File: config.mk
export PLATFORM = sky130hd
export DESIGN_NAME = cross_bar_scheduler_mxn
export DESIGN_NICKNAME = d
export VERILOG_FILES = /design/src/rtl/cross_bar_pkg.sv /design/src/rtl/cross_bar_rr_arbiter.sv /design/src/rtl/cross_bar_scheduler_mxn.sv
export SDC_FILE = /design/constraint.sdc
export NUM_CORES = 1
export LEC_CHECK = 0
export BUFFER_PORTS_ARGS = -buffer_cell sky130_fd_sc_hd__clkbuf_2
export CORE_AREA = 3 3 117 119
export CTS_CLUSTER_SIZE = 28
export DETAILED_ROUTE_END_ITERATION = 6
export DIE_AREA = 0 0 120 122
export GPL_TIMING_DRIVEN = 0
export PLACE_DENSITY = 0.39
export SLEW_MARGIN = 20
export SYNTH_ARGS = -nofsm -noshare
export SYNTH_HDL_FRONTEND = slang
export SYNTH_SLANG_ARGS = --single-unit
File: constraint.sdc
create_clock -name aclk -period 2.9 [get_ports aclk]
set_input_delay 0.145 -clock aclk [delete_from_list [all_inputs] [get_ports aclk]]
set_output_delay 0.145 -clock aclk [all_outputs]
set_load 0.1 [all_outputs]
File: src/rtl/cross_bar_pkg.sv
// Shared types and the round-robin pick helper for the crossbar connection scheduler.
package cross_bar_pkg;

  typedef enum logic {IDLE, ACTIVE} state_type;

  localparam int unsigned RR_MAX   = 64;
  localparam int unsigned RR_IDX_W = $clog2(RR_MAX);

  typedef struct packed {
    logic        found;
    int unsigned idx;
  } rr_pick_type;

  // Returns the first set bit of req scanning from ptr+1 upward, wrapping modulo n.
  function automatic rr_pick_type rr_pick(input logic [RR_MAX-1:0] req,
                                          input int unsigned       ptr,
                                          input int unsigned       n);
    rr_pick_type res;
    int unsigned c;
    res = '{found: 1'b0, idx: 0};
    for (int unsigned k = 1; k <= RR_MAX; k++) begin
      if (k <= n) begin
        c = ptr + k;
        if (c >= n) c = c - n;
        if (!res.found && req[c[RR_IDX_W-1:0]]) begin
          res.found = 1'b1;
          res.idx   = c;
        end
      end
    end
    return res;
  endfunction

endpackage

File: src/rtl/cross_bar_rr_arbiter.sv
// One output port's connection FSM: round-robin grant in IDLE, hold until last beat in ACTIVE.
module cross_bar_rr_arbiter #(
  parameter int unsigned MSEL_WIDTH = 2,
  parameter int unsigned CHANNEL_NO = 2**MSEL_WIDTH
) (
  input  logic                  aclk,
  input  logic                  aresetn,
  input  logic [CHANNEL_NO-1:0] cand,
  input  logic                  port_enable,
  input  logic                  beat_last,
  output logic                  sel_valid,
  output logic [MSEL_WIDTH-1:0] sel_bin,
  output logic [CHANNEL_NO-1:0] sel_onehot
);
  import cross_bar_pkg::*;

  state_type             state;
  logic [MSEL_WIDTH-1:0] rr_ptr;
  rr_pick_type           pick;
  logic [MSEL_WIDTH-1:0] pick_bin;

  always_comb begin
    pick     = rr_pick(RR_MAX'(cand), 32'(rr_ptr), CHANNEL_NO);
    pick_bin = MSEL_WIDTH'(pick.idx);
  end

  // NOTE: state registers use non-blocking assignments so every flop samples pre-edge values.
  always_ff @(posedge aclk) begin
    if (!aresetn) begin
      state      <= IDLE;
      rr_ptr     <= MSEL_WIDTH'(CHANNEL_NO - 1);
      sel_valid  <= 1'b0;
      sel_bin    <= '0;
      sel_onehot <= '0;
    end else begin
      case (state)
        IDLE: begin
          if (port_enable && pick.found) begin
            state      <= ACTIVE;
            rr_ptr     <= pick_bin;
            sel_valid  <= 1'b1;
            sel_bin    <= pick_bin;
            sel_onehot <= CHANNEL_NO'(1) << pick_bin;
          end
        end
        ACTIVE: begin
          // sel_bin deliberately keeps the last winner after release.
          if (beat_last) begin
            state      <= IDLE;
            sel_valid  <= 1'b0;
            sel_onehot <= '0;
          end
        end
      endcase
    end
  end

endmodule

File: src/rtl/cross_bar_scheduler_mxn.sv
// Packet-granular MxN crossbar connection scheduler: per-output round-robin arbiters plus grant fan-in.
module cross_bar_scheduler_mxn #(
  parameter int unsigned MSEL_WIDTH = 2,
  parameter int unsigned CHANNEL_NO = 2**MSEL_WIDTH,
  parameter int unsigned NSEL_WIDTH = 2,
  parameter int unsigned PORT_NO    = 2**NSEL_WIDTH
) (
  input  logic                  aclk,
  input  logic                  aresetn,
  input  logic [CHANNEL_NO-1:0] s_req,
  input  logic [NSEL_WIDTH-1:0] s_req_dest [CHANNEL_NO],
  output logic [CHANNEL_NO-1:0] s_grant,
  input  logic [PORT_NO-1:0]    m_port_enable,
  input  logic [PORT_NO-1:0]    m_beat_last,
  output logic [PORT_NO-1:0]    m_sel_valid,
  output logic [MSEL_WIDTH-1:0] m_sel_bin [PORT_NO],
  output logic [CHANNEL_NO-1:0] m_sel_onehot [PORT_NO]
);
  import cross_bar_pkg::*;

  logic [CHANNEL_NO-1:0] cand [PORT_NO];

  // NOTE: combinational outputs get a default first so no path leaves them unassigned (no latch).
  always_comb begin
    s_grant = '0;
    for (int j = 0; j < int'(PORT_NO); j++) begin
      if (m_sel_valid[j]) s_grant[m_sel_bin[j]] = 1'b1;
    end
  end

  // Destinations outside 0..PORT_NO-1 match no arbiter and are thereby ignored.
  always_comb begin
    for (int j = 0; j < int'(PORT_NO); j++) begin
      for (int i = 0; i < int'(CHANNEL_NO); i++) begin
        cand[j][i] = s_req[i] && (s_req_dest[i] == NSEL_WIDTH'(j)) && !s_grant[i];
      end
    end
  end

  for (genvar j = 0; j < int'(PORT_NO); j++) begin : g_port
    cross_bar_rr_arbiter #(
      .MSEL_WIDTH (MSEL_WIDTH),
      .CHANNEL_NO (CHANNEL_NO)
    ) u_arb (
      .aclk        (aclk),
      .aresetn     (aresetn),
      .cand        (cand[j]),
      .port_enable (m_port_enable[j]),
      .beat_last   (m_beat_last[j]),
      .sel_valid   (m_sel_valid[j]),
      .sel_bin     (m_sel_bin[j]),
      .sel_onehot  (m_sel_onehot[j])
    );
  end

endmodule
==> Yosys cells after proc, flatten, opt, wreduce, memory -nomap -nowiden <==
Cells that the tools add are included.
{ "totals": {"reg_bits": 40, "in_bits": 22, "output_inout_bits": 32, "wordCells": 315} }
{ "op_classes": {"add_sub_neg": 32, "order_cmp": 40, "eq_ne": 20, "n_shift": 4, "muxes": 112, "bitwise": 7, "reduce_logical": 80} }
{ "op_table": {"columns": ["op", "n"], "rows": [
  ["$mux 33", 16],
  ["$ge 32x3->1 const B", 16],
  ["$mux 32", 16],
  ["$sub 32x3->32 const B", 16],
  ["$lt 6x7->1 const B", 16],
  ["$bmux 1 s6", 16],
  ["$logic_and 1x1->1", 52],
  ["$mux 4", 12],
  ["$mux 1", 36],
  ["$pmux 4 s2", 4],
  ["$add 2x2->3 const B", 8],
  ["$add 2x3->4 const B", 4],
  ["$eq 2x2->1 const B", 8],
  ["$logic_not 1->1", 16],
  ["$pmux 1 s2", 8],
  ["$reduce_and 2->1", 8],
  ["$shl 1x2->4 const A", 4],
  ["$add 2x1->3 const B", 4],
  ["$lt 2x3->1 const B", 4],
  ["$or 4x4->4", 3],
  ["$demux 1 s2", 4],
  ["$eq 2x1->1 const B", 4],
  ["$ge 2x1->1 const B", 4],
  ["$logic_not 2->1", 4],
  ["3 further kinds", 12]
]} }

==> Depth between registers and ports, before layout <==
Gate-level depths: netlist of the first run.
{ "logic_depth": {"depth_word": 28, "depth_mapped": 11, "mapped_depth_nobuf": 10} }

==> Hierarchy <==
Synthesis of the first run repeated with hierarchy kept, for this count alone.
{ "unflattened": {"cells_unflattened": 321, "area_unflattened_um2": 3138.0} }
{ "modules_own_cells": {"columns": ["module", "n_inst", "cells_each", "area_per_inst_um2", "seq_area_each_um2"], "rows": [
  ["cross_bar_rr_arbiter", 4, 68, 706.9, 200.2],
  ["cross_bar_scheduler_mxn", 1, 49, 310.3, 0.0]
]} }

==> Least setup slack after synthesis of the first run <==
Ideal clock, no wire load.
{ "synth_path": {"kind": "reg2reg", "startpoint": "register g_port[2].u_arb.sel_bin[1]", "endpoint": "register g_port[2].u_arb.sel_onehot[0]", "setup_time_ns": 0.119, "t_arrival_ns": 3.059, "required_time_ns": 2.781, "path_slack_ns": -0.278, "path_stages_with_launch": 9, "n_path_buf": 0, "synth_period_minus_slack_ns": 3.178, "cell_sequence": "dfxtp_1 nand2_1 o22ai_4 nor4_2 a22oi_2 or3b_1 o41a_1 and2_4 a32o_1"} }
{ "synth_between": {"elab_chain_len": 25, "word_cells_on_any_way": 41, "cone_classes": "2 x order compare; 1 x eq/ne; 1 x shift; 18 x mux; 2 x bitwise; 17 x reduce/logical"} }
{ "synth_rtl": {"columns": ["element", "line_no", "source"], "rows": [
  ["start: declaration", "cross_bar_rr_arbiter.sv:12", "output logic [MSEL_WIDTH-1:0] sel_bin,"],
  ["start signal: assignment", "cross_bar_rr_arbiter.sv:42", "sel_bin <= pick_bin;"],
  ["$lt 2x3->1 (not written as such) / $ge 2x1->1 (equally long branches)", "cross_bar_scheduler_mxn.sv:27", "if (m_sel_valid[j]) s_grant[m_sel_bin[j]] = 1'b1;"],
  ["$logic_and 1x1->1 (not written as such)", "cross_bar_scheduler_mxn.sv:27", null],
  ["$mux 1 (not written as such)", "cross_bar_scheduler_mxn.sv:27", null],
  ["$demux 1 s2 *", "cross_bar_scheduler_mxn.sv:27", null],
  ["$or 4x4->4 (no source line) *", null, null],
  ["$mux 4 *", "cross_bar_scheduler_mxn.sv:27", null],
  ["$or 4x4->4 (no source line)", null, null],
  ["$mux 4 *", "cross_bar_scheduler_mxn.sv:27", null],
  ["[... 9 more ...]", null, null],
  ["$logic_and 1x1->1", "cross_bar_pkg.sv:25", "if (!res.found && req[c[RR_IDX_W-1:0]]) begin"],
  ["$mux 33", "cross_bar_pkg.sv:25", null],
  ["$logic_not 1->1", "cross_bar_pkg.sv:25", null],
  ["$logic_and 1x1->1", "cross_bar_pkg.sv:25", null],
  ["$mux 33 *", "cross_bar_pkg.sv:25", null],
  ["$shl 1x2->4 / $logic_and 1x1->1 (equally long branches)", "cross_bar_rr_arbiter.sv:43, cross_bar_rr_arbiter.sv:38", null],
  ["$mux 4 / $ne 2x1->1 (equally long branches)", null, null],
  ["$pmux 4 s2 / $reduce_and 2->1 (equally long branches)", null, null],
  ["end signal: assignment", "cross_bar_rr_arbiter.sv:43", "sel_onehot <= CHANNEL_NO'(1) << pick_bin;"],
  ["end: declaration", "cross_bar_rr_arbiter.sv:13", "output logic [CHANNEL_NO-1:0] sel_onehot"]
]} }
Every way passes the cells marked *; elsewhere a longest branch is shown, timed or not. The select of a mux whose other input is x is not followed.
A chain may end at the register's enable or synchronous reset.

==> Worst setup path in the final report of the first run <==
{ "layout_path": {"startpoint": "register g_port[0].u_arb.sel_bin[0]", "endpoint": "register g_port[3].u_arb.rr_ptr[0]"} }
{ "layout_between": {"elab_chain_len": 27, "word_cells_on_any_way": 40, "cone_classes": "2 x order compare; 18 x mux; 3 x bitwise; 17 x reduce/logical"} }
{ "layout_rtl": {"columns": ["element", "line_no", "source"], "rows": [
  ["start: declaration", "cross_bar_rr_arbiter.sv:12", null],
  ["start signal: assignment", "cross_bar_rr_arbiter.sv:42", null],
  ["$lt 2x3->1 (not written as such) / $ge 2x1->1 (equally long branches)", "cross_bar_scheduler_mxn.sv:27", null],
  ["$logic_and 1x1->1 (not written as such)", "cross_bar_scheduler_mxn.sv:27", null],
  ["$mux 1 (not written as such)", "cross_bar_scheduler_mxn.sv:27", null],
  ["$demux 1 s2 *", "cross_bar_scheduler_mxn.sv:27", null],
  ["$mux 4 *", "cross_bar_scheduler_mxn.sv:27", null],
  ["$or 4x4->4 (no source line)", null, null],
  ["$mux 4 *", "cross_bar_scheduler_mxn.sv:27", null],
  ["$or 4x4->4 (no source line)", null, null],
  ["[... 11 more ...]", null, null],
  ["$logic_not 1->1", "cross_bar_pkg.sv:25", null],
  ["$logic_and 1x1->1", "cross_bar_pkg.sv:25", null],
  ["$mux 33", "cross_bar_pkg.sv:25", null],
  ["$logic_not 1->1", "cross_bar_pkg.sv:25", null],
  ["$logic_and 1x1->1", "cross_bar_pkg.sv:25", null],
  ["$mux 33 *", "cross_bar_pkg.sv:25", null],
  ["$logic_and 1x1->1", "cross_bar_rr_arbiter.sv:38", "if (port_enable && pick.found) begin"],
  ["$reduce_and 2->1 (no source line)", null, null],
  ["end signal: assignment", "cross_bar_rr_arbiter.sv:31", "rr_ptr <= MSEL_WIDTH'(CHANNEL_NO - 1);"],
  ["end signal: assignment", "cross_bar_rr_arbiter.sv:40", "rr_ptr <= pick_bin;"],
  ["end: declaration", "cross_bar_rr_arbiter.sv:18", "logic [MSEL_WIDTH-1:0] rr_ptr;"]
]} }
Marked as above.

==> results of run 1 <==
==> worst min-delay path, stage by stage <==
cell and delay, ns:
clkbuf_2 0.08, nand2b_1 0.09, a21oi_1 0.06
==> cells by family (layout without fill, tap and decap cells) <==
logic type,after synthesis,count (layout),synth area share
AO/OA/AOI/OAI,118,118,0.319
XOR/XNOR,1,1,0.00278
multiplexers,9,9,0.0432
AND/OR/NAND/NOR,162,162,0.283
flip-flops,40,40,0.254
buffers and inverters,35,103,0.0504
adder cells (fa/ha/maj),12,12,0.0476
==> sequential cells by signal, indices dropped and copies added (netlist names) <==
register,cells
g_port.u_arb.state,4
g_port.u_arb.sel_bin,8
g_port.u_arb.rr_ptr,8
g_port.u_arb.sel_onehot,16
g_port.u_arb.sel_valid,4
==> layout make-up <==
type,instances,area share
buffer,13,0.0203
clock buffer,5,0.0317
inverter,21,0.0216
multi-input combinational,302,0.578
sequential,40,0.206
tap,172,0.0546
timing repair buffer,64,0.0882
==> cell usage in the layout, fill, tap and decap left out, types with 5 or more instances in the layout <==
| cell type | instances |
|---|---|
| nand2b_1 | 8 |
| a32o_1 | 7 |
| or2_2 | 9 |
| o21ai_0 | 11 |
| ha_1 | 9 |
| and3_1 | 5 |
| a21o_1 | 5 |
| nor3_1 | 13 |
| nor2b_1 | 6 |
| clkbuf_2 | 54 |
| inv_1 | 15 |
| clkbuf_16 | 5 |
| nand2_1 | 42 |
| nor4_1 | 16 |
| dfxtp_2 | 9 |
| a211oi_1 | 5 |
| dfxtp_1 | 31 |
| o2bb2ai_1 | 6 |
| nand3b_1 | 6 |
| buf_4 | 19 |
| nor2_1 | 22 |
| a21oi_1 | 20 |
| nand3_1 | 7 |
==> stage by stage <==
step | utilization | hold slack [ns] | power (mW) | setup slack (ns) | cell area (um^2)
6_report | 0.311 | 0.149 | 3.99 | 0.138 | 3950
5_1_grt | 0.311 | 0.152 | 4.26 | -0.0395 | 3950
4_1_cts | 0.301 | 0.145 | 3.94 | 0.00542 | 3820
3_5_place_dp | 0.288 | 0.438 | 3.37 | -0.366 | 3650
3_3_place_gp | 0.288 | 0.430 | 3.36 | -0.294 | 3650
2_1_floorplan | - | 0.327 | 2.92 | 0.113 | 3170
==> per-layer routing <==
metal | track usage | vias to the layer above
met3 | 0.0269 | 4
met2 | 0.231 | 52
met1 | 0.181 | 1495
li1 | - | 1573
met5 | 0 | -
met4 | 0.0222 | 0
==> power by group <==
part | leakage [nW] | switching (mW) | internal (mW)
Combinational | 1.22 | 1.85 | 0.767
Clock | 0.0616 | 0.202 | 0.304
Sequential | 0.330 | 0.165 | 0.708
Total | 1.61 | 2.21 | 1.78
==> worst min path at each step <==
stage,from,end
after floorplan,m_beat_last[0],g_port[0].u_arb.state$_SDFF_PN0_
after global placement,m_beat_last[3],g_port[3].u_arb.state$_SDFF_PN0_
after detailed placement,m_beat_last[0],g_port[0].u_arb.state$_SDFF_PN0_
after CTS,m_beat_last[0],g_port[0].u_arb.state$_SDFF_PN0_
after global routing,m_beat_last[3],g_port[3].u_arb.state$_SDFF_PN0_
final,m_beat_last[3],g_port[3].u_arb.state$_SDFF_PN0_
==> repair_timing <==
action / in CTS / in global routing
resized for setup: 7 / 17
pin swaps: 2 / 4
endpoints found under the hold margin: 0 / 0
endpoints found under the setup margin: 22 / 35
setup buffers: 3 / 8
==> results by group, run 1 <==
Setup path
  • Worst R2R End: g_port[3].u_arb.rr_ptr[0]$_SDFFE_PN1P_
  • Setup Crit Path Kind: reg2reg
  • CP delay by family, top: compound AO/OA/AOI/OAI gates
  • CP Cell Sequence: nand2b_2, o22ai_2, nor3_1, mux4_2, and2_4, o311ai_4, nor2_2, a211o_1
  • Levels on crit path: 8
  • Worst path max stage delay: 0.53 ns
  • Critical path fanouts, max: 9
  • CP max-delay cell: mux4_2
  • CP arrival: 2.93 ns
  • Reg-to-reg slack, setup: 0.14 ns
  • Reg2Reg Depth: 8
  • CP bufs+invs: 0
  • R2r startpoint: g_port[0].u_arb.sel_bin[0]$_SDFFE_PN0P_
  • CP required: 3.07 ns
  • Startpoint Class: flip-flop
  • Crit path from: g_port[0].u_arb.sel_bin[0]$_SDFFE_PN0P_
  • Worst Setup EP: g_port[3].u_arb.rr_ptr[0]$_SDFFE_PN1P_
  • CP Capture Type: flip-flop

Routing
  • Met2 WL: 4650 um
  • Max Used Layer: met4
  • Drt pass-1 iters: 4
  • 1st-iter DRT viols: 184
  • Routed wire length: 9780 um
  • Antenna-violating nets left: 0
  • Vias: ~3100
  • Met3 wire length: 402 um
  • Avg WL per Cell: between 15 and 20 um
  • Remaining DRCs: 0
  • DR vias/cell: ~5
  • DRT met1 WL: around 4700 um

Power
  • Cell area power density: slightly above 1000 mW/mm^2
  • Leakage Power: 1.61 nW
  • VDD IR max: roughly 550 uV

CTS
  • Worst skew pair latency: 0.28 ns
  • Clk buf depth: 2
  • Clk slew on worst S/H paths: 0.06 ns
  • CTS tree: done
  • Total CTS buffers: 5
  • Htree depth: 2
  • Root buffer cell: clkbuf_16
  • Cts-stage hold buffer count: 0
  • Num Clock Sinks: 40

Timing
  • Ratio of final minimum period to clock period: 0.952
  • Sum of negative setup slack: 0 ns
  • Fmax: 0.362 GHz
  • Number of hold violations in the final report: 0
  • Final clock skew: 0.00725 ns
  • Final count of pins violating max slew: 0
  • Final setup viols: 0
  • Worst rel slew slack: 0.541
  • Actual slew at the worst max-slew pin: 0.688 ns
  • Tmin final: 2.76 ns

Place
  • Final Wtd Congestion: 0.786
  • Port bufs: 53
  • Cells after DPL: 602
  • Dpl hpwl: 7640 um

Worst hold path
  • Hold crit path type: in2reg
  • Worst Hold Depth: 3

Finish
  • Layout cells sized above 1: 0.333
  • FF+latch area: 812 um^2
  • Diodes inserted: 0
  • Fillers: 1398
  • Multi-input gate area: about 0.0023 mm^2
  • Post-Layout Cell Count: approximately 620
  • Final net count: 481
  • Area Overhead vs Synth: 25.0%

Synthesis
  • Cell taking the most area after synthesis: dfxtp_1
  • EDFF count, synth: 0
  • Mapped cell area: 0.00316 mm^2
  • Unique masters post-synth: 80
  • Syn avg cell area: between 8 and 9 um^2
  • Yosys Warn Count: 0
  • Fraction of registers with async set/reset: 0
  • Synth top area share: 0.254
  • Post-synth top cells: nand2_1 (42), dfxtp_1 (40), nor2_1 (22)
  • Synth Register Bits: 40
  • Synth Flop Type: dfxtp_1
  • Sequential area share after synthesis: 0.254
  • Synth Instances: ~380
  • Synthesized Nets: 411
  • Synth top area cells: dfxtp_1 (25%), nand2_1 (5.0%), ha_1 (4.8%)
  • Most frequent cell after synthesis: nand2_1

Floorplan
  • Die area: 0.0146 mm^2
  • Core area: 0.0127 mm^2
  • Starting Density: 0.249
  • Boundary Pins: 54
  • FP Rows: 41
  • Die X: 120 um
  • Die Y: 122 um

Global routing
  • Total gr overflow: 0
  • Gr usage total: 0.136
  • Pin count of the biggest net entering global routing: 11
  • Vias in the first global route: 3147
  • Initial antenna violation count: 0
  • First-pass GRT wire length: 16000 um

Run
  • Reported max-cap violation count: 0

Outcome
  • Status: finished, final reports clean
Note: power is estimated with default switching activity, not from simulation.
==> run 2, diff against run 1 <==
--- a/config.mk
+++ b/config.mk
@@ -6,12 +6,12 @@
 export NUM_CORES = 1
 export LEC_CHECK = 0
 export BUFFER_PORTS_ARGS = -buffer_cell sky130_fd_sc_hd__clkbuf_2
-export CORE_AREA = 3 3 117 119
+export CORE_AREA = 3 3 79 81
 export CTS_CLUSTER_SIZE = 28
 export DETAILED_ROUTE_END_ITERATION = 6
-export DIE_AREA = 0 0 120 122
+export DIE_AREA = 0 0 82 84
 export GPL_TIMING_DRIVEN = 0
-export PLACE_DENSITY = 0.39
+export PLACE_DENSITY = 0.77
 export SLEW_MARGIN = 20
 export SYNTH_ARGS = -nofsm -noshare
 export SYNTH_HDL_FRONTEND = slang
==> results by group, run 2 (synthesized netlist as in run 1, its figures left out) <==
Power
  • Clk pwr share: 0.101 (-0.026)
  • Leakage Power: 1.55 nW (-3.4%)
  • VDD IR max: 940 uV (+70%)
  • Seq pwr share: 0.231 (+0.012)
  • Sw frac: 0.568 (+0.0138)
  • Power Total: 3.77 mW (-5.5%)
  • Int Pwr: 1.63 mW (-8.4%)
  • Net switching power: 2.14 mW (-3.1%)
  • Cell area power density: 1020 mW/mm^2 (+0.59%)
  • Combinational Power Share: 0.669 (+0.014)

Worst hold path
  • Hold path start: m_beat_last[1]
  • Hold crit path type: in2reg

Timing
  • Fmax: 0.366 GHz (+1.2%)
  • Tmin final: 2.73 ns (-0.0323 ns)
  • Actual slew at the worst max-slew pin: 0.679 ns (-0.00876 ns)
  • Worst rel slew slack: 0.543 (+0.00207)
  • Final count of pins violating max slew: 0 (unchanged)
  • Ratio of final minimum period to clock period: 0.941 (-0.0111)
  • Final clock skew: 0.00817 ns (+0.000919 ns)
  • Unrepaired setup endpoints after global routing: no
  • Final setup viols: 0 (unchanged)
  • Number of hold violations in the final report: 0 (unchanged)

Routing
  • 1st-iter DRT viols: 216 (+17%)
  • DR vias/cell: 6.09 (+20%)
  • Routed wire length: 7950 um (-19%)
  • Avg WL per Cell: 15.5 um (-2.1%)
  • Antenna-violating nets left: 0 (unchanged)
  • Met3 wire length: 427 um (+6.2%)
  • Met2 WL: 3810 um (-18%)
  • Max Used Layer: met4
  • Remaining DRCs: 0 (unchanged)
  • DRT met1 WL: 3630 um (-22%)
  • Drt pass-1 iters: 4 (unchanged)
  • Vias: 3118 (-0.19%)

Finish
  • Commonest non-fill, non-tap cell in the layout: clkbuf_2
  • Final core occ: 0.669 (+0.358)
  • Fillers: 480 (-66%)
  • Multi-input gate area: 0.00227 mm^2 (-0.55%)
  • Max FFs per register: 16 (unchanged)
  • FF+latch area: 812 um^2 (unchanged)
  • Diodes inserted: 0 (unchanged)
  • Area Overhead vs Synth: 17.5%
  • Post-Layout Cell Count: 512 (-17%)
  • Largest registers in the final layout: g_port.u_arb.sel_onehot x16, g_port.u_arb.rr_ptr x8, g_port.u_arb.sel_bin x8
  • Layout cells sized above 1: 0.323 (-0.00986)
  • Final net count: 473 (-1.7%)
  • Most frequent cells in the layout: clkbuf_2 (54), nand2_1 (42), dfxtp_1 (31)
  • Largest Register: g_port.u_arb.sel_onehot

Floorplan
  • Die area: 0.00689 mm^2 (-53%)
  • Die X: 82 um (-32%)
  • FP Rows: 27 (-34%)
  • Die Y: 84 um (-31%)
  • Boundary Pins: 54 (unchanged)
  • Starting Density: 0.570 (+0.321)
  • Core area: 0.00554 mm^2 (-56%)

Setup path
  • Critical path fanouts, max: 8 (-1)
  • CP delay by family, top: compound AO/OA/AOI/OAI gates
  • Crit path from: g_port[2].u_arb.rr_ptr[0]$_SDFFE_PN1P_
  • Startpoint Class: flip-flop
  • CP bufs+invs: 1 (+1)
  • CP max-delay cell: o41a_1
  • CP arrival: 2.92 ns (about the same)
  • Worst path max stage delay: 0.44 ns (-0.09 ns)
  • CP required: 3.09 ns (+0.02 ns)
  • CP Capture Type: flip-flop
  • R2r startpoint: g_port[2].u_arb.rr_ptr[0]$_SDFFE_PN1P_
  • CP Cell Sequence: inv_1, ha_2, and2_1, a22oi_2, or3b_1, o41a_1, and2_4, a32o_1
  • Setup Crit Path Kind: reg2reg

Place
  • Cells after DPL: 502 (-17%)
  • Dpl hpwl: 6080 um (-20%)
  • Final Wtd Congestion: 0.917 (+17%)
  • Port bufs: 53 (unchanged)

CTS
  • Worst skew pair latency: 0.29 ns (about the same)
  • Root buffer cell: clkbuf_8
  • CTS tree: done
  • Num Clock Sinks: 40 (unchanged)
  • Total CTS buffers: 5 (unchanged)
  • Cts-stage hold buffer count: 0 (unchanged)
  • Clk buf depth: 2 (unchanged)
  • Htree depth: 2 (unchanged)
  • Clk slew on worst S/H paths: 0.08 ns (+0.02 ns)

Global routing
  • Gr usage total: 0.233 (+0.0973)
  • Total gr overflow: 0 (unchanged)
  • Vias in the first global route: 2819 (-10%)
  • First-pass GRT wire length: 13100 um (-18%)
  • Pin count of the biggest net entering global routing: 12 (+1)
  • Initial antenna violation count: 0 (unchanged)

Run
  • Reported max-cap violation count: 0 (unchanged)

Outcome
  • Status: finished, final reports clean
[run 2: metrics by stage]
stage | setup WS [ns] | hold WS [ns] | instance area (um^2) | setup TNS, ns
finish | 0.170 | 0.128 | 3710 | 0
global route | 0.00110 | 0.141 | 3710 | 0
CTS | 0.0316 | 0.128 | 3650 | 0
detailed placement | -0.209 | 0.434 | 3520 | -1.17
global placement | -0.139 | 0.428 | 3520 | -0.543
floorplan | 0.113 | 0.327 | 3170 | 0
[run 2: what timing repair did]
item / CTS / global route
gates resized for setup: 5 / 16
pin swaps: 1 / 1
setup endpoints to repair: 16 / 33
buffers inserted: 3 / 0
[run 2: final timing paths]
path	to	slack [ns]	cells past startpoint
min	g_port[1].u_arb.state$_SDFF_PN0_	0.13	3
max reg2reg	g_port[2].u_arb.sel_onehot[0]$_SDFFE_PN0P_	0.17	8
min reg2reg	g_port[3].u_arb.sel_onehot[0]$_SDFFE_PN0P_	0.46	1
max	g_port[2].u_arb.sel_onehot[0]$_SDFFE_PN0P_	0.17	8
[run 2: per-layer routing]
metal / vias to the layer above / track usage
met5: - / 0
met1: 1471 / 0.327
met3: 9 / 0.0410
met4: 0 / 0.0438
li1: 1561 / -
met2: 77 / 0.372
[run 2: final cells by class]
type / instances / area share
repair buffers: 56 / 0.0776
multi-input cells: 302 / 0.612
inverters: 21 / 0.0223
flip-flops and latches: 40 / 0.219
plain buffers: 13 / 0.0209
clock buffers: 8 / 0.0243
well taps: 72 / 0.0243
[run 2: power by group through the flow]
stage / Combinational [mW] / Sequential (mW) / Clock (mW)
3_3_place_gp: 2.40 / 0.868 / 0
3_5_place_dp: 2.43 / 0.876 / 0
6_report: 2.52 / 0.870 / 0.380
2_1_floorplan: 1.50 / 1.42 / 0
5_1_grt: 2.70 / 0.893 / 0.412
4_1_cts: 2.48 / 0.865 / 0.386
[run 2: worst reg2reg max path, delay by kind of cell, from the launching register on]
kind,cells,cell delay (ns)
AO/OA/AOI/OAI,3,0.90
AND/OR/NAND/NOR,3,0.80
flip-flops,1,0.42
adder cells (fa/ha/maj),1,0.36
buffers and inverters,1,0.15
==> run 3, diff against run 2 <==
--- a/config.mk
+++ b/config.mk
@@ -6,10 +6,12 @@
 export NUM_CORES = 1
 export LEC_CHECK = 0
 export BUFFER_PORTS_ARGS = -buffer_cell sky130_fd_sc_hd__clkbuf_2
-export CORE_AREA = 3 3 79 81
+export CELL_PAD_IN_SITES_DETAIL_PLACEMENT = 1
+export CELL_PAD_IN_SITES_GLOBAL_PLACEMENT = 1
+export CORE_AREA = 3 3 91 93
 export CTS_CLUSTER_SIZE = 28
 export DETAILED_ROUTE_END_ITERATION = 6
-export DIE_AREA = 0 0 82 84
+export DIE_AREA = 0 0 94 96
 export GPL_TIMING_DRIVEN = 0
 export PLACE_DENSITY = 0.77
 export SLEW_MARGIN = 20
==> results by group, run 3 (synthesized netlist as in run 1, its figures left out) <==
Routing
  • Avg WL per Cell: 17.2 um (+11%)
  • Met2 WL: 4710 um (+24%)
  • Antenna-violating nets left: 0 (unchanged)
  • DR vias/cell: 5.91 (-3.0%)
  • Vias: 3202 (+2.7%)
  • Routed wire length: 9300 um (+17%)
  • DRT met1 WL: 4280 um (+18%)
  • Remaining DRCs: 0 (unchanged)
  • 1st-iter DRT viols: 84 (-61%)
  • Max Used Layer: met4
  • Drt pass-1 iters: 4 (unchanged)
  • Met3 wire length: 230 um (-46%)

Global routing
  • Gr usage total: 0.211 (-0.0224)
  • Pin count of the biggest net entering global routing: 12 (unchanged)
  • First-pass GRT wire length: 15300 um (+17%)
  • Vias in the first global route: 3195 (+13%)
  • Total gr overflow: 0 (unchanged)
  • Initial antenna violation count: 0 (unchanged)

Power
  • Sw frac: 0.573 (+0.00526)
  • Int Pwr: 1.63 mW (+0.28%)
  • VDD IR max: 893 uV (-5.0%)
  • Leakage Power: 1.56 nW (+0.17%)
  • Cell area power density: 1010 mW/mm^2 (-0.50%)
  • Net switching power: 2.20 mW (+2.5%)
  • Combinational Power Share: 0.671 (+0.002)
  • Clk pwr share: 0.101 (about the same)
  • Seq pwr share: 0.228 (-0.003)

Finish
  • Largest Register: g_port.u_arb.sel_onehot
  • Diodes inserted: 0 (unchanged)
  • Final non-filler cell area: 0.00378 mm^2 (+2.0%)
  • Layout cells sized above 1: 0.325 (+0.00227)
  • Fillers: 943 (+96%)
  • Commonest non-fill, non-tap cell in the layout: clkbuf_2
  • Most frequent cells in the layout: clkbuf_2 (54), nand2_1 (42), dfxtp_1 (31)
  • Max FFs per register: 16 (unchanged)
  • FF+latch area: 812 um^2 (unchanged)
  • Final net count: 473 (unchanged)
  • Multi-input gate area: 0.00230 mm^2 (+1.4%)
  • Area Overhead vs Synth: 19.9%
  • Largest registers in the final layout: g_port.u_arb.sel_onehot x16, g_port.u_arb.rr_ptr x8, g_port.u_arb.sel_bin x8
  • Post-Layout Cell Count: 542 (+5.9%)

Place
  • Final Wtd Congestion: 0.844 (-8.0%)
  • Cells after DPL: 532 (+6.0%)
  • Port bufs: 53 (unchanged)
  • Dpl cell area: 0.00356 mm^2 (+1.1%)
  • Dpl hpwl: 7230 um (+19%)

Setup path
  • Startpoint Class: flip-flop
  • CP arrival: 2.94 ns (+0.02 ns)
  • Worst path max stage delay: 0.45 ns (about the same)
  • CP max-delay cell: o41a_1
  • CP Capture Type: flip-flop
  • Reg2Reg Depth: 8 (unchanged)
  • Reg-to-reg slack, setup: 0.16 ns (about the same)
  • CP Cell Sequence: inv_1, ha_2, and2_1, a22oi_2, or3b_1, o41a_1, and2_4, a32o_1
  • Critical path fanouts, max: 8 (unchanged)
  • Setup Crit Path Kind: reg2reg
  • CP required: 3.09 ns (about the same)

Timing
  • Number of hold violations in the final report: 0 (unchanged)
  • Final setup viols: 0 (unchanged)
  • Actual slew at the worst max-slew pin: 0.698 ns (+0.0186 ns)
  • Tmin final: 2.74 ns (+0.0108 ns)
  • Final count of pins violating max slew: 0 (unchanged)
  • Final clock skew: 0.00587 ns (-0.00230 ns)
  • Unrepaired setup endpoints after global routing: yes
  • Ratio of final minimum period to clock period: 0.945 (+0.00371)
  • Fmax: 0.365 GHz (-0.39%)
  • Worst rel slew slack: 0.531 (-0.0125)
  • Sum of negative setup slack: 0 ns (unchanged)

CTS
  • Clk slew on worst S/H paths: 0.08 ns (about the same)
  • Num Clock Sinks: 40 (unchanged)
  • Cts-stage hold buffer count: 0 (unchanged)
  • Clk buf depth: 2 (unchanged)
  • Htree depth: 2 (unchanged)
  • Worst skew pair latency: 0.30 ns (about the same)
  • Total CTS buffers: 5 (unchanged)
  • Root buffer cell: clkbuf_8
  • CTS tree: done

Floorplan
  • Core area: 0.00761 mm^2 (+37%)
  • FP Rows: 32 (+19%)
  • Die area: 0.00902 mm^2 (+31%)
  • Die X: 94 um (+15%)
  • Die Y: 96 um (+14%)
  • Starting Density: 0.415 (-0.155)
  • Boundary Pins: 54 (unchanged)

Worst hold path
  • Worst Hold Depth: 3 (unchanged)
  • Hold crit path type: in2reg

Run
  • Reported max-cap violation count: 0 (unchanged)

Outcome
  • Status: finished, final reports clean
==> run 3: metrics by stage <==
stage	hold slack [ns]	total power, mW	setup slack (ns)	util
finish	0.119	3.83	0.159	0.497
floorplan	0.327	2.92	0.113	-
CTS	0.118	3.79	0.0346	0.484
global route	0.140	4.10	-0.0282	0.497
global placement	0.430	3.31	-0.217	0.468
detailed placement	0.437	3.36	-0.353	0.468
==> run 3: final timing paths <==
| check | from | to |
|---|---|---|
| worst min register to register | g_port[3].u_arb.sel_onehot[2]$_SDFFE_PN0P_ | g_port[3].u_arb.sel_onehot[2]$_SDFFE_PN0P_ |
| worst min-delay path | m_beat_last[1] | g_port[1].u_arb.state$_SDFF_PN0_ |
| worst max register to register | g_port[2].u_arb.rr_ptr[0]$_SDFFE_PN1P_ | g_port[2].u_arb.sel_onehot[0]$_SDFFE_PN0P_ |
| worst max-delay path | g_port[2].u_arb.rr_ptr[0]$_SDFFE_PN1P_ | g_port[2].u_arb.sel_onehot[0]$_SDFFE_PN0P_ |
==> run 3: cell type report <==
type / count / area share
inverter: 21 / 0.0225
tap: 102 / 0.0337
buffer: 13 / 0.0212
multi-input combinational: 302 / 0.608
clock buffer: 8 / 0.0238
sequential: 40 / 0.215
timing repair buffer: 56 / 0.0761
==> run 3: power by group through the flow <==
stage,clock network (mW),logic (mW),registers [mW]
after floorplan,0,1.50,1.42
after global placement,0,2.43,0.874
after detailed placement,0,2.48,0.883
after CTS,0.398,2.52,0.872
after global routing,0.420,2.78,0.900
final,0.385,2.57,0.874
==> run 3: worst max-delay path: cells and delay by family (launching register included) <==
family,cells,cell delay [ns]
buf+inv,1,0.15
flops,1,0.41
fa+ha+maj,1,0.36
compound gates,3,0.91
simple gates,3,0.81
==> run 3: metal layers <==
layer	track usage	up-vias
met5	0	-
met4	0.0469	0
met3	0.0321	7
met2	0.381	46
met1	0.264	1583
li1	-	1566
==> run 3: repair_timing <==
| item | in CTS | in global routing |
|---|---|---|
| pin swaps | 1 | 2 |
| endpoints found under the hold margin | 0 | 0 |
| setup endpoints to repair | 25 | 34 |
| setup buffers | 1 | 2 |
| gates resized for setup | 9 | 17 |
